<file path="config.mk">
export PLATFORM = sky130hd
export DESIGN_NAME = float_discriminant_collector
export DESIGN_NICKNAME = d
export VERILOG_FILES = /design/src/rtl/float_discriminant_collector.sv
export SDC_FILE = /design/constraint.sdc
export NUM_CORES = 2
export LEC_CHECK = 0
export ABC_AREA = 1
export BUFFER_PORTS_ARGS = -buffer_cell sky130_fd_sc_hd__clkbuf_2
export CELL_PAD_IN_SITES_DETAIL_PLACEMENT = 2
export CELL_PAD_IN_SITES_GLOBAL_PLACEMENT = 2
export CORE_MARGIN = 2
export CORE_UTILIZATION = 37
export CTS_CLUSTER_DIAMETER = 30
export DETAILED_ROUTE_END_ITERATION = 6
export GPL_ROUTABILITY_DRIVEN = 0
export GPL_TIMING_DRIVEN = 0
export MAX_ROUTING_LAYER = met4
export PLACE_DENSITY = 0.79
export RECOVER_POWER = 25
export SKIP_LAST_GASP = 1
export SYNTH_ARGS = -nofsm -noshare
export SYNTH_HDL_FRONTEND = slang
export SYNTH_SLANG_ARGS = --single-unit
</file>
<file path="constraint.sdc">
create_clock -name clk -period 6.3 [get_ports clk]
set_clock_uncertainty 0.15 [all_clocks]
set_input_delay 0.63 -clock clk [delete_from_list [all_inputs] [get_ports clk]]
set_output_delay 0.63 -clock clk [all_outputs]
set_load 0.03 [all_outputs]
</file>
<file path="src/rtl/float_discriminant_collector.sv">
// Result collector downstream of the float discriminant distributor: captures every result
// into an in-order FIFO and presents a show-ahead head entry with throttle and sticky stats.
module float_discriminant_collector #(
    parameter int unsigned FLEN         = 64,
    parameter int unsigned DEPTH        = 16,
    parameter int unsigned AFULL_MARGIN = 10
) (
    input  logic                     clk,
    input  logic                     rst,
    input  logic                     in_vld,
    input  logic [FLEN-1:0]          in_res,
    input  logic                     in_negative,
    input  logic                     in_err,
    output logic                     out_vld,
    input  logic                     out_ready,
    output logic [FLEN-1:0]          out_res,
    output logic                     out_negative,
    output logic                     out_err,
    output logic                     almost_full,
    output logic [$clog2(DEPTH):0]   level,
    output logic                     overflow,
    output logic [15:0]              err_count,
    input  logic                     clr_stats
);

    localparam int unsigned AW = $clog2(DEPTH);
    localparam int unsigned LW = AW + 1;
    localparam int unsigned EW = FLEN + 2;

    logic [EW-1:0] mem_q [DEPTH];
    logic [AW-1:0] wptr_q, wptr_d;
    logic [AW-1:0] rptr_q, rptr_d;
    logic [LW-1:0] level_q, level_d;
    logic [EW-1:0] head_q, head_d;
    logic          overflow_q, overflow_d;
    logic [15:0]   err_count_q, err_count_d;
    logic          push, pop;

    always_comb begin
        pop  = (level_q != '0) && out_ready;
        push = in_vld && ((level_q != LW'(DEPTH)) || pop);

        wptr_d = push ? wptr_q + AW'(1) : wptr_q;
        rptr_d = pop  ? rptr_q + AW'(1) : rptr_q;

        level_d = level_q;
        if (push && !pop) begin
            level_d = level_q + LW'(1);
        end else if (!push && pop) begin
            level_d = level_q - LW'(1);
        end

        // The head register preloads the entry at the next rptr; when that slot is being
        // written this cycle (sole entry after the edge) the incoming word is forwarded.
        head_d = head_q;
        if (push && (level_d == LW'(1))) begin
            head_d = {in_res, in_negative, in_err};
        end else if (level_d != '0) begin
            head_d = mem_q[rptr_d];
        end

        overflow_d = overflow_q;
        if (clr_stats) begin
            overflow_d = 1'b0;
        end else if (in_vld && !push) begin
            overflow_d = 1'b1;
        end

        err_count_d = err_count_q;
        if (clr_stats) begin
            err_count_d = '0;
        end else if (push && in_err && (err_count_q != '1)) begin
            err_count_d = err_count_q + 16'd1;
        end
    end

    always_ff @(posedge clk) begin
        if (push) begin
            mem_q[wptr_q] <= {in_res, in_negative, in_err};
        end
    end

    always_ff @(posedge clk or negedge rst) begin
        if (!rst) begin
            wptr_q      <= '0;
            rptr_q      <= '0;
            level_q     <= '0;
            head_q      <= '0;
            overflow_q  <= 1'b0;
            err_count_q <= '0;
        end else begin
            wptr_q      <= wptr_d;
            rptr_q      <= rptr_d;
            level_q     <= level_d;
            head_q      <= head_d;
            overflow_q  <= overflow_d;
            err_count_q <= err_count_d;
        end
    end

    assign out_vld                           = (level_q != '0);
    assign {out_res, out_negative, out_err}  = head_q;
    assign level                             = level_q;
    assign almost_full                       = (LW'(DEPTH) - level_q) <= LW'(AFULL_MARGIN);
    assign overflow                          = overflow_q;
    assign err_count                         = err_count_q;

endmodule

</file>
==> parameters.txt <==
Parameter                              Value

Status
  Outcome ... finished, violations left
  Violated checks ... capacitance limit, slew limit

Placed design
  Worst setup timing slack at the placement stage ... between 1000 and 1500 ps
  Quantity of I/O buffers inserted on ports ... 160
  Post-Place Cell Area ... 55,500 um2
  Hpwl dp ... between 100 and 150 mm

Clocking
  Clock tree root driver cell ... clkbuf_16
  Maximum level of the CTS H-tree ... 5
  Post-CTS resize count ... 0
  Total CTS buffers ... 301
  Clock tree from TritonCTS ... built
  Number of buffers on the longest clock path ... 4
  Clock-pin slew on the worst setup and hold paths ... 40 ps
  Latest clock arrival within the worst-skew pair ... roughly 940 ps
  Setup fix buffers added after clock tree synthesis ... 0
  Sinks on the clock net ... around 1,200

Cells and area
  Final cell area excluding filler cells ... 65,300 um2
  Area of the multi-input gates ... 12,700 um2
  Total Nets Final ... 5,474
  Reg area ... approximately 34,000 um2
  Fraction of layout cells with a size suffix above 1 ... about an eighth
  Relative area change from synthesis to final layout ... 27.1%
  Number of filler cells placed in the layout ... around 14,000

Power
  Switching power of the nets ... 17.3 mW
  Switch share ... 42.9%
  Final Total Pwr ... between 40 and 50 mW
  Portion of total power attributed to the clock network ... 38.4%
  Internal Power ... 23.0 mW
  Reg power frac ... roughly 24%
  Maximum ir drop on the vdd rail ... approximately 0.36 mV
  Leakage ... around 27 nW
  Power density cells ... ~620 nW/um2
  Logic gate share of total power ... a little under two fifths

Critical path
  Data arrival time of the critical path ... between 5000 and 6000 ps
  Type of element capturing the critical path ... flip-flop
  Worst flop-to-flop path startpoint ... level[0]
  Critical path fanouts, max ... 10
  Cells on worst reg2reg path ... 15
  Worst R2R Setup Slack ... between 1000 and 1500 ps
  Data required time of the critical path ... approximately 7000 ps
  CP Launch Point ... level[0]
  Crit Reg-Reg Endpoint ... head_q[24]
  Crit Path Class ... flip-flop to flip-flop
  Element type at the critical path start ... flip-flop

STA
  Setup violations, final ... 0
  Pins Over Slew Limit ... 11
  Final Hold Viols ... 0
  Worst Tran Pin Value ... 1530 ps
  Post-route setup slack ... 1050 ps
  Minimum period implied by the final worst setup slack ... about 5200 ps
  Sum Neg Setup Slack ... 0 ps
  Setup repair after global routing missed its margin ... no
  Worst slew margin ... -1.86%
  Highest achievable clock rate ... ~0.19 GHz
  Portion of the clock cycle consumed by the worst path in the final layout ... a little over four fifths

Global routing
  Overall fraction of global-route tracks in use ... 36.9%
  Number of global-route vias before repair ... 50,000
  Initial antenna violation count ... 20
  Largest net degree at the start of global routing ... approximately 70
  First-pass GRT wire length ... approximately 370 mm
  Leftover overflow at the end of global routing ... 0

Floorplan
  Core box area ... about 140,000 um2
  Vertical die dimension ... ~380 um
  Standard-cell row count ... approximately 140
  Horizontal die dimension ... 377 um
  Initial cell density of the core ... 37.3%
  Die area ... about 140,000 um2
  I/O pins ... approximately 160

Logic synthesis
  Share of the synthesized area in the top cell type ... approximately 60%
  Sequential-to-total area share from yosys stat ... 66.4%
  Post-synthesis async set-or-reset flop share ... 8.33%
  Leading post-synthesis cells by instance count ... nand3_1, edfxtp_1, inv_1
  Most numerous cell in the Yosys netlist ... nand3_1
  Number of enable flip-flop cells after synthesis ... roughly 1,100
  Ys Warns ... 0
  Library cell occupying the most area in the post-synthesis netlist ... edfxtp_1
  #FFs+latches synth ... 1,152
  Number of instances in the synthesized netlist ... just under 5,000
  Number of distinct library cells after synthesis ... 30
  Cell area after synthesis ... just over 50,000 um2
  Synth Area per Inst ... around 11 um2
  Ranking of synthesized cells by area ... edfxtp_1, nand3_1, inv_1
  Post-synth net total ... just under 5,000
  Most instantiated flip-flop cell in the synthesis netlist ... edfxtp_1

Drt
  Starting DRC count in detailed routing ... between 5,000 and 6,000
  Via density per instance ... approximately 6
  Count of nets left with antenna violations after detail routing ... 0
  Vias ... about 45,000
  Remaining DRCs ... 0
  Number of iterations in the first detailed-routing pass ... 6
  Wire length reported by the detailed router ... approximately 260 mm
  Routed length per placed instance ... around 35 um

Min path
  Cells on Worst Hold Path ... 4
  Min-Delay Startpoint ... out_ready
  Sink of the worst hold path ... level[3]
  Path class of the lowest-slack min-delay path ... input port to flip-flop

Job
  Number of max-cap violations ... 1
cells by family (layout without fill, tap and decap cells):
logic type | count (synthesis) | in the layout | share of synthesized area, %
other | 0 | 28 | 0
adder cells (fa/ha/maj) | 12 | 12 | 0.292
flip-flops | 1152 | 1152 | 66.4
XOR/XNOR | 14 | 14 | 0.253
buffers and inverters | 1217 | 1953 | 9.22
AND/OR/NAND/NOR | 2455 | 2455 | 23.6
AO/OA/AOI/OAI | 27 | 27 | 0.299
layout by cell type (no fill, tap or decap), drive strengths merged, types with 2 or more instances in the layout:
master / count
nand3: 1345
edfxtp: 1056
inv: 902
nand2: 727
clkbuf: 699
nand3b: 265
buf: 206
dfrtp: 96
clkinv: 91
nand4: 73
bufinv: 35
nor2: 35
diode: 28
clkinvlp: 15
o21ai: 15
ha: 12
xor2: 12
nor3: 9
o31ai: 5
dlygate4sd3: 5
a21oi: 4
xnor2: 2
layer usage:
metal	vias to the layer above	GRT usage, %	wire length (um)
li1	17700	-	-
met1	23200	41.6	93000
met2	3056	58.7	124000
met3	1016	9.19	22900
met4	0	23.2	17500
met5	-	-	0
what timing repair did:
item,in CTS,in global routing
hold buffers,5,0
hold endpoints to repair,101,0
setup endpoints to repair,0,0
how the worst max path moves through the flow:
| stage | end | cells after the start | slack, ps |
|---|---|---|---|
| global placement | mem_q[11][62] | 11 | -3120 |
| finish | head_q[24] | 15 | 1050 |
| CTS | head_q[31] | 15 | 1230 |
| global route | head_q[17] | 19 | 990 |
| floorplan | mem_q[11][0] | 11 | 780 |
| detailed placement | head_q[17] | 19 | 1300 |
critical path, cell delays in order, from the launching register on:
cell and delay (ps):
dfrtp_1 460, inv_1 170, ha_1 260, nand2_1 70, nor2_1 50, ha_1 230
inv_2 100, nand3_2 310, nor3_2 410, xnor2_1 290, clkbuf_1 1000, clkbuf_1 910
nand3_1 310, nand3_1 200, nand3_1 130, nand2_1 100
area by class of cell:
| type | count | share of cell area (%) |
|---|---|---|
| clock buffer | 377 | 12.3 |
| tap | 1794 | 3.44 |
| multi-input combinational | 2508 | 19.4 |
| inverter | 895 | 5.14 |
| antenna | 28 | 0.107 |
| buffer | 322 | 2.13 |
| sequential | 1152 | 52.2 |
| clock inverter | 148 | 2.57 |
| timing repair buffer | 211 | 2.68 |
registers in the layout, summed over array words and instances, names as in the netlist:
name	cells
mem_q	1056
level	5
wptr_q	4
overflow	1
err_count	16
rptr_q	4
head_q	66
stage by stage:
stage                     utilization (%)  hold slack, ps  cells
final                                47.5             151   7435
after global routing                 47.4             151   7424
after CTS                            47.4            14.1   7406
after detailed placement             40.3             321   6876
after global placement               39.5             313   6831
after floorplan                         -             184   4877
power groups by stage:
stage / sequential [mW] / combinational (mW) / clock [mW]
2_1_floorplan: 10.3 / 6.73 / 0
3_3_place_gp: 9.92 / 12.6 / 0
3_5_place_dp: 9.83 / 13.4 / 0
4_1_cts: 9.79 / 14.6 / 15.5
5_1_grt: 9.85 / 15.4 / 15.8
6_report: 9.80 / 15.0 / 15.5
Power figures use the tool's default switching activity.
